<file path="src/rtl/cacheline_adaptor_pkg.sv">
// -----------------------------------------------------------------------------
// cacheline_adaptor_pkg
// Shared types and constants for the cache-line to memory-burst adaptor.
//   adaptor_state_t : controller state (IDLE, READ, WRITE, DONE)
//   LINE_BYTES      : bytes per cache line
//   OFFSET_BITS     : address bits that select a byte within a line
//   BEATS           : memory-bus beats per line
//   line_align()    : clears the within-line offset bits of an address
// -----------------------------------------------------------------------------
package cacheline_adaptor_pkg;

  typedef enum logic [1:0] {
    IDLE  = 2'd0,
    READ  = 2'd1,
    WRITE = 2'd2,
    DONE  = 2'd3
  } adaptor_state_t;

  localparam int LINE_BYTES  = 32;
  localparam int OFFSET_BITS = 5;
  localparam int BEATS       = 4;

  // The memory bus always transfers whole lines, so the byte offset is dropped.
  function automatic logic [31:0] line_align(input logic [31:0] addr);
    return {addr[31:OFFSET_BITS], {OFFSET_BITS{1'b0}}};
  endfunction

endpackage

</file>
<file path="src/rtl/cacheline_adaptor_if.sv">
// -----------------------------------------------------------------------------
// cacheline_adaptor_if
// Bundles the cache-side (pmem_*) and memory-side (burst_*) signals of the
// adaptor.
//   modport slave  : the adaptor (responds to the cache, drives the burst bus)
//   modport master : the environment (cache initiator plus memory model)
// -----------------------------------------------------------------------------
interface cacheline_adaptor_if #(
  parameter int LINE_W = cacheline_adaptor_pkg::LINE_BYTES * 8,
  parameter int BEAT_W = cacheline_adaptor_pkg::LINE_BYTES * 8 / cacheline_adaptor_pkg::BEATS
);

  // Cache side
  logic [31:0]       pmem_address;
  logic              pmem_read;
  logic              pmem_write;
  logic [LINE_W-1:0] pmem_wdata;
  logic [LINE_W-1:0] pmem_rdata;
  logic              pmem_resp;

  // Memory side
  logic [31:0]       burst_address;
  logic              burst_read;
  logic              burst_write;
  logic [BEAT_W-1:0] burst_wdata;
  logic [BEAT_W-1:0] burst_rdata;
  logic              burst_resp;

  modport slave (
    input  pmem_address, pmem_read, pmem_write, pmem_wdata,
    input  burst_rdata, burst_resp,
    output pmem_rdata, pmem_resp,
    output burst_address, burst_read, burst_write, burst_wdata
  );

  modport master (
    output pmem_address, pmem_read, pmem_write, pmem_wdata,
    output burst_rdata, burst_resp,
    input  pmem_rdata, pmem_resp,
    input  burst_address, burst_read, burst_write, burst_wdata
  );

endinterface

</file>
<file path="src/rtl/cacheline_adaptor.sv">
// -----------------------------------------------------------------------------
// cacheline_adaptor
// Converts one cache-line read or write request into a burst of beats on the
// main-memory bus and returns a single-cycle completion pulse to the cache.
// Ports:
//   clk  : clock
//   rst  : asynchronous active-high reset
//   bus  : cacheline_adaptor_if.slave
//          pmem_address/read/write/wdata in, pmem_rdata/resp out,
//          burst_address/read/write/wdata out, burst_rdata/resp in
// -----------------------------------------------------------------------------
module cacheline_adaptor
  import cacheline_adaptor_pkg::*;
#(
  parameter int LINE_W = LINE_BYTES * 8,
  parameter int BEAT_W = LINE_BYTES * 8 / BEATS
) (
  input  logic                clk,
  input  logic                rst,
  cacheline_adaptor_if.slave  bus
);

  localparam int NBEATS = LINE_W / BEAT_W;
  localparam int CNT_W  = $clog2(NBEATS);
  localparam logic [CNT_W-1:0] LAST_BEAT = CNT_W'(NBEATS - 1);

  adaptor_state_t    state_q, state_d;
  logic [31:0]       addr_q,  addr_d;
  logic [LINE_W-1:0] wline_q, wline_d;
  logic [LINE_W-1:0] rdata_q, rdata_d;
  logic [CNT_W-1:0]  cnt_q,   cnt_d;

  // The read line lives in its own register so a later write leaves it intact.
  assign bus.pmem_rdata = rdata_q;

  // State, latched request and beat counter; reset discards any partial line.
  always_ff @(posedge clk or posedge rst) begin
    if (rst) begin
      state_q <= IDLE;
      addr_q  <= '0;
      wline_q <= '0;
      rdata_q <= '0;
      cnt_q   <= '0;
    end else begin
      state_q <= state_d;
      addr_q  <= addr_d;
      wline_q <= wline_d;
      rdata_q <= rdata_d;
      cnt_q   <= cnt_d;
    end
  end

  // Next-state and output decode. Bus controls depend only on the registered
  // state, so the cache and memory never see a combinational path through here.
  always_comb begin
    state_d           = state_q;
    addr_d            = addr_q;
    wline_d           = wline_q;
    rdata_d           = rdata_q;
    cnt_d             = cnt_q;
    bus.burst_address = '0;
    bus.burst_read    = 1'b0;
    bus.burst_write   = 1'b0;
    bus.burst_wdata   = '0;
    bus.pmem_resp     = 1'b0;

    case (state_q)
      IDLE: begin
        // Read wins if the cache ever raises both requests.
        if (bus.pmem_read) begin
          addr_d  = bus.pmem_address;
          cnt_d   = '0;
          state_d = READ;
        end else if (bus.pmem_write) begin
          addr_d  = bus.pmem_address;
          wline_d = bus.pmem_wdata;
          cnt_d   = '0;
          state_d = WRITE;
        end
      end

      READ: begin
        bus.burst_read    = 1'b1;
        bus.burst_address = line_align(addr_q);
        if (bus.burst_resp) begin
          for (int b = 0; b < NBEATS; b++) begin
            if (cnt_q == CNT_W'(b)) begin
              rdata_d[b*BEAT_W +: BEAT_W] = bus.burst_rdata;
            end
          end
          cnt_d = cnt_q + 1'b1;
          if (cnt_q == LAST_BEAT) begin
            state_d = DONE;
          end
        end
      end

      WRITE: begin
        bus.burst_write   = 1'b1;
        bus.burst_address = line_align(addr_q);
        // Current beat stays on the bus through any gaps in burst_resp.
        for (int b = 0; b < NBEATS; b++) begin
          if (cnt_q == CNT_W'(b)) begin
            bus.burst_wdata = wline_q[b*BEAT_W +: BEAT_W];
          end
        end
        if (bus.burst_resp) begin
          cnt_d = cnt_q + 1'b1;
          if (cnt_q == LAST_BEAT) begin
            state_d = DONE;
          end
        end
      end

      DONE: begin
        // The request is still high here; returning unconditionally to IDLE
        // gives the cache this cycle to drop it.
        bus.pmem_resp = 1'b1;
        state_d       = IDLE;
      end

      default: begin
        state_d = IDLE;
      end
    endcase
  end

endmodule

</file>
<file path="src/flat_wrapper.sv">
// flat-port wrapper written by rule: the top's interface ports become plain ports
module cacheline_adaptor_flat import cacheline_adaptor_pkg::*;
#(
  parameter int LINE_W = LINE_BYTES * 8,
  parameter int BEAT_W = LINE_BYTES * 8 / BEATS
)
  (clk, rst, bus_pmem_address, bus_pmem_read, bus_pmem_write, bus_pmem_wdata, bus_burst_rdata, bus_burst_resp, bus_pmem_rdata, bus_pmem_resp, bus_burst_address, bus_burst_read, bus_burst_write, bus_burst_wdata);
  cacheline_adaptor_if #(.LINE_W(LINE_W), .BEAT_W(BEAT_W)) bus_i ();
  input  logic clk;
  input  logic rst;
  input wire logic [$bits(bus_i.pmem_address)-1:0] bus_pmem_address;
  input wire logic [$bits(bus_i.pmem_read)-1:0] bus_pmem_read;
  input wire logic [$bits(bus_i.pmem_write)-1:0] bus_pmem_write;
  input wire logic [$bits(bus_i.pmem_wdata)-1:0] bus_pmem_wdata;
  input wire logic [$bits(bus_i.burst_rdata)-1:0] bus_burst_rdata;
  input wire logic [$bits(bus_i.burst_resp)-1:0] bus_burst_resp;
  output wire logic [$bits(bus_i.pmem_rdata)-1:0] bus_pmem_rdata;
  output wire logic [$bits(bus_i.pmem_resp)-1:0] bus_pmem_resp;
  output wire logic [$bits(bus_i.burst_address)-1:0] bus_burst_address;
  output wire logic [$bits(bus_i.burst_read)-1:0] bus_burst_read;
  output wire logic [$bits(bus_i.burst_write)-1:0] bus_burst_write;
  output wire logic [$bits(bus_i.burst_wdata)-1:0] bus_burst_wdata;
  assign bus_i.pmem_address = bus_pmem_address;
  assign bus_i.pmem_read = bus_pmem_read;
  assign bus_i.pmem_write = bus_pmem_write;
  assign bus_i.pmem_wdata = bus_pmem_wdata;
  assign bus_i.burst_rdata = bus_burst_rdata;
  assign bus_i.burst_resp = bus_burst_resp;
  assign bus_pmem_rdata = bus_i.pmem_rdata;
  assign bus_pmem_resp = bus_i.pmem_resp;
  assign bus_burst_address = bus_i.burst_address;
  assign bus_burst_read = bus_i.burst_read;
  assign bus_burst_write = bus_i.burst_write;
  assign bus_burst_wdata = bus_i.burst_wdata;
  cacheline_adaptor #(.LINE_W(LINE_W), .BEAT_W(BEAT_W)) u_core (.clk(clk), .rst(rst), .bus(bus_i));
endmodule
</file>
<file path="config.mk">
export PLATFORM = sky130hd
export DESIGN_NAME = cacheline_adaptor_flat
export DESIGN_NICKNAME = d
export VERILOG_FILES = /design/src/rtl/cacheline_adaptor_pkg.sv /design/src/rtl/cacheline_adaptor_if.sv /design/src/rtl/cacheline_adaptor.sv /design/src/flat_wrapper.sv
export SDC_FILE = /design/constraint.sdc
export NUM_CORES = 1
export LEC_CHECK = 0
export BUFFER_PORTS_ARGS = -buffer_cell sky130_fd_sc_hd__buf_2
export CAP_MARGIN = 0
export CORE_MARGIN = 5
export CORE_UTILIZATION = 25
export DETAILED_ROUTE_END_ITERATION = 7
export PLACE_DENSITY = 0.53
export SYNTH_ARGS = -nofsm -noshare
export SYNTH_HDL_FRONTEND = slang
export SYNTH_SLANG_ARGS = --single-unit
</file>
<file path="constraint.sdc">
create_clock -name clk -period 35.5 [get_ports clk]
set_input_delay 1.775 -clock clk [delete_from_list [all_inputs] [get_ports clk]]
set_output_delay 1.775 -clock clk [all_outputs]
set_load 0.02 [all_outputs]
</file>
==> reports/qor.log <==
qor: outcome.status finished, final reports clean
qor: job.drv.max_cap_violation_count 0
qor: die.start_util 25.2%
qor: clocking.ctsRootBufferMaster sky130_fd_sc_hd__clkbuf_16
qor: synthesis.ys_types 24
qor: drt.number_of_nets_with_antenna_violations_after_routing 0
qor: placed_design.gp_congestion 0.824
qor: sta.grt_setup_unrepaired false
qor: clocking.tritoncts yes
qor: sta.setup-violations-final 0
qor: global_routing.gr-total-overflow 0
qor: sta.final_max_slew_viol_count 0
qor: global_routing.grt_pass1_vias 16.8k
qor: final_layout.finalInstanceArea 28,900 µm²
qor: synthesis.synth.yosys.seq_area_share 60.9%
qor: clocking.clk_pin_slew_worst_paths 0.06 ns
qor: clocking.cts_max_path_buffers 3
qor: drt.drt-total-wl 70,200 µm
qor: die.fp.dieH 309 µm
qor: synthesis.synth-warning-count 0
qor: critical_path.timing.critical_path.fanout_max 37
qor: synthesis.synthesis.area 22,300 µm²
qor: min_path.type_of_the_most_critical_hold_path flip-flop to flip-flop
qor: global_routing.track_usage 13.9%
qor: drt.drc 0
qor: drt.wl_per_cell 20.5 µm
qor: sta.timing.final.hold_violations 0
qor: sta.tightest_slew 1.25 ns
qor: synthesis.yosys_register_bits 543
qor: die.die_x 309 µm
qor: placed_design.dpl.cell_count 3,296
qor: synthesis.netlist_instances 1,514
qor: clocking.cts_made_buffers 60
qor: synthesis.avg_synthesized_cell_area 14.7 µm²
qor: sta.tns 0 ns
qor: critical_path.end_kind output port
qor: critical_path.worstPathRequired 33.72 ns
qor: die.core_region_area 88,500 µm²
qor: drt.detailroute.via_count 15.3k
qor: clocking.clock_insertion_delay_worst_skew 0.63 ns
qor: sta.max_freq 0.182 GHz
qor: placed_design.hpwlAfterDp 50,000 µm
qor: power_and_ir_drop.power.density 97.8 nW/µm²
qor: clocking.post_cts_resized 0
qor: sta.min_cycle_time_layout 5.49 ns
qor: power_and_ir_drop.vdd.ir_drop.worst 43.2 µV
qor: sta.finalHoldWorstSlack 0.496 ns
qor: clocking.clock_tree.htree_level_count 2
qor: critical_path.cp-start-kind flip-flop
qor: global_routing.number_of_antenna_violations_at_the_first_check_in_global_routing 29
qor: clocking.cts_sinks 543
qor: drt.dr.pass1.iters 5
qor: die.design.portCount 712
qor: sta.skew 0.0253 ns
qor: final_layout.area.growth.synth_to_final 29.4%
qor: die.dieArea 95,300 µm²
qor: final_layout.post_route_cells_drive_above_1_share 60.9%
qor: clocking.post_cts.repair.setup_buffers 0
qor: power_and_ir_drop.total_power 2.82 mW
qor: final_layout.filler_cells 8,897
qor: global_routing.grt_pass1_wl 104,000 µm
qor: final_layout.finish.cell_count_without_fillers 3,425
qor: final_layout.design.final.nets 2,560
qor: placed_design.placement.io_buffers 701
qor: placed_design.dpl_cell_area 26,900 µm²
qor: clocking.postCtsHoldBufs 0
qor: drt.vias_per_cell 4.47
qor: die.core_rows 109
qor: drt.detail_route.iter0.violations 696
qor: sta.period_share 15.5%
qor: critical_path.setup.worst_path.class flip-flop to output port
qor: sta.relSlewSlack 16.4%
qor: critical_path.timing.critical_path.arrival 3.71 ns
qor: global_routing.grt_start_max_net_pins 183
qor: power_and_ir_drop.power.leakage 13.8 nW
worst paths after layout:
check	slack [ns]	cells after the start	end	start
max in group asynchronous	31.87	4	u_core.wline_q[251]	rst
worst max-delay path	30.01	7	bus_burst_wdata[61]	u_core.state_q[0]
worst min-delay path	0.50	1	u_core.addr_q[9]	u_core.addr_q[9]
worst min register to register	0.50	1	u_core.addr_q[9]	u_core.addr_q[9]
worst max register to register	32.27	6	u_core.wline_q[133]	u_core.state_q[0]
min in group asynchronous	1.33	2	u_core.bus.pmem_rdata[136]	rst
registers in the layout, summed over array words and instances, names as in the netlist:
name,count
u_core.bus.pmem_rdata,256
u_core.cnt_q,2
u_core.addr_q,27
u_core.state_q,2
u_core.wline_q,256
Yosys cell counts:
cell,count,area [µm²]
sky130_fd_sc_hd__a221oi_1,65,569
sky130_fd_sc_hd__a22oi_1,1,7.51
sky130_fd_sc_hd__and2_1,28,175
sky130_fd_sc_hd__buf_1,2,7.51
sky130_fd_sc_hd__buf_2,35,175
sky130_fd_sc_hd__buf_4,10,75.1
sky130_fd_sc_hd__buf_6,24,270
sky130_fd_sc_hd__clkbuf_1,37,139
sky130_fd_sc_hd__conb_1,1,3.75
sky130_fd_sc_hd__dfrtp_1,543,13600
sky130_fd_sc_hd__ha_1,10,125
sky130_fd_sc_hd__inv_1,6,22.5
sky130_fd_sc_hd__inv_2,1,3.75
sky130_fd_sc_hd__mux2_2,539,6070
sky130_fd_sc_hd__mux2i_1,5,50.1
sky130_fd_sc_hd__nand2_1,34,128
sky130_fd_sc_hd__nand3_1,34,170
sky130_fd_sc_hd__nand3_2,4,40.0
sky130_fd_sc_hd__nand3b_1,1,7.51
sky130_fd_sc_hd__nor2_1,1,3.75
sky130_fd_sc_hd__nor2b_1,3,18.8
sky130_fd_sc_hd__o21ai_0,68,340
sky130_fd_sc_hd__o21ai_1,61,305
sky130_fd_sc_hd__o21ai_2,1,8.76
logic make-up (layout without fill, tap and decap cells):
| kind of cell | Yosys count | in the layout | share of synthesized area (%) |
|---|---|---|---|
| mux | 544 | 544 | 27.4 |
| flops | 543 | 543 | 60.9 |
| compound gates | 196 | 196 | 5.52 |
| buf+inv | 115 | 839 | 3.11 |
| simple gates | 105 | 105 | 2.43 |
| fa+ha+maj | 10 | 10 | 0.561 |
| other cells | 1 | 23 | 0.0168 |
placed cells by master (no fill, tap or decap), types with 2 or more instances in the layout:
cell type,netlist,routed
sky130_fd_sc_hd__inv_1,6,5
sky130_fd_sc_hd__buf_12,0,2
sky130_fd_sc_hd__nand3_1,34,34
sky130_fd_sc_hd__o21ai_1,61,61
sky130_fd_sc_hd__clkbuf_8,0,11
sky130_fd_sc_hd__nor2b_4,0,2
sky130_fd_sc_hd__o21ai_0,68,68
sky130_fd_sc_hd__clkbuf_1,37,19
sky130_fd_sc_hd__a221oi_1,65,65
sky130_fd_sc_hd__and2_1,28,28
sky130_fd_sc_hd__clkbuf_16,0,61
sky130_fd_sc_hd__clkinv_2,0,13
sky130_fd_sc_hd__nand2_1,34,34
sky130_fd_sc_hd__conb_1,1,5
sky130_fd_sc_hd__mux2_2,539,539
sky130_fd_sc_hd__mux2i_1,5,5
sky130_fd_sc_hd__buf_4,10,18
sky130_fd_sc_hd__ha_1,10,6
sky130_fd_sc_hd__diode_2,0,18
sky130_fd_sc_hd__bufinv_16,0,2
sky130_fd_sc_hd__nand3_4,0,4
sky130_fd_sc_hd__buf_2,35,701
sky130_fd_sc_hd__dfrtp_1,543,543
sky130_fd_sc_hd__ha_2,0,3
worst max-delay path, stage by stage (launching register included):
cell and delay (ns):
sky130_fd_sc_hd__dfrtp_1 0.41, sky130_fd_sc_hd__inv_1 0.15, sky130_fd_sc_hd__ha_2 0.22, sky130_fd_sc_hd__nor2b_4 0.69
sky130_fd_sc_hd__buf_4 0.58, sky130_fd_sc_hd__o21ai_0 0.18, sky130_fd_sc_hd__o21ai_1 0.53, sky130_fd_sc_hd__buf_2 0.29
per-layer routing:
layer	GRT usage [%]	vias up	share of wire (%)
met5	0	-	0.20
met4	4.48	24	2.9
met3	5.15	136	9.1
met2	23.7	577	48
met1	16.4	7728	39
li1	-	6859	-
per-stage QoR:
stage / setup slack [ns] / util [%]
after detailed placement: 30.59 / 30.4
after global routing: 29.76 / 32.6
final: 30.01 / 32.6
after global placement: 30.62 / 30.4
after CTS: 29.91 / 32.6
after floorplan: 18.55 / -
power by group:
| part | switching, mW | internal, mW |
|---|---|---|
| Combinational | 0.658 | 0.480 |
| Clock | 0.252 | 0.354 |
| Sequential | 0.154 | 0.925 |
| Total | 1.06 | 1.76 |
area by class of cell:
| cell class | instances | area (µm²) | share of cell area, % |
|---|---|---|---|
| antenna | 18 | 45.0 | 0.156 |
| clock buffer | 91 | 1750 | 6.06 |
| clock inverter | 20 | 196 | 0.681 |
| inverter | 7 | 33.8 | 0.117 |
| multi-input combinational | 860 | 8100 | 28.1 |
| sequential | 543 | 13600 | 47.1 |
| tap | 1165 | 1460 | 5.05 |
| timing repair buffer | 721 | 3680 | 12.8 |
(Power assumes the default switching activity.)
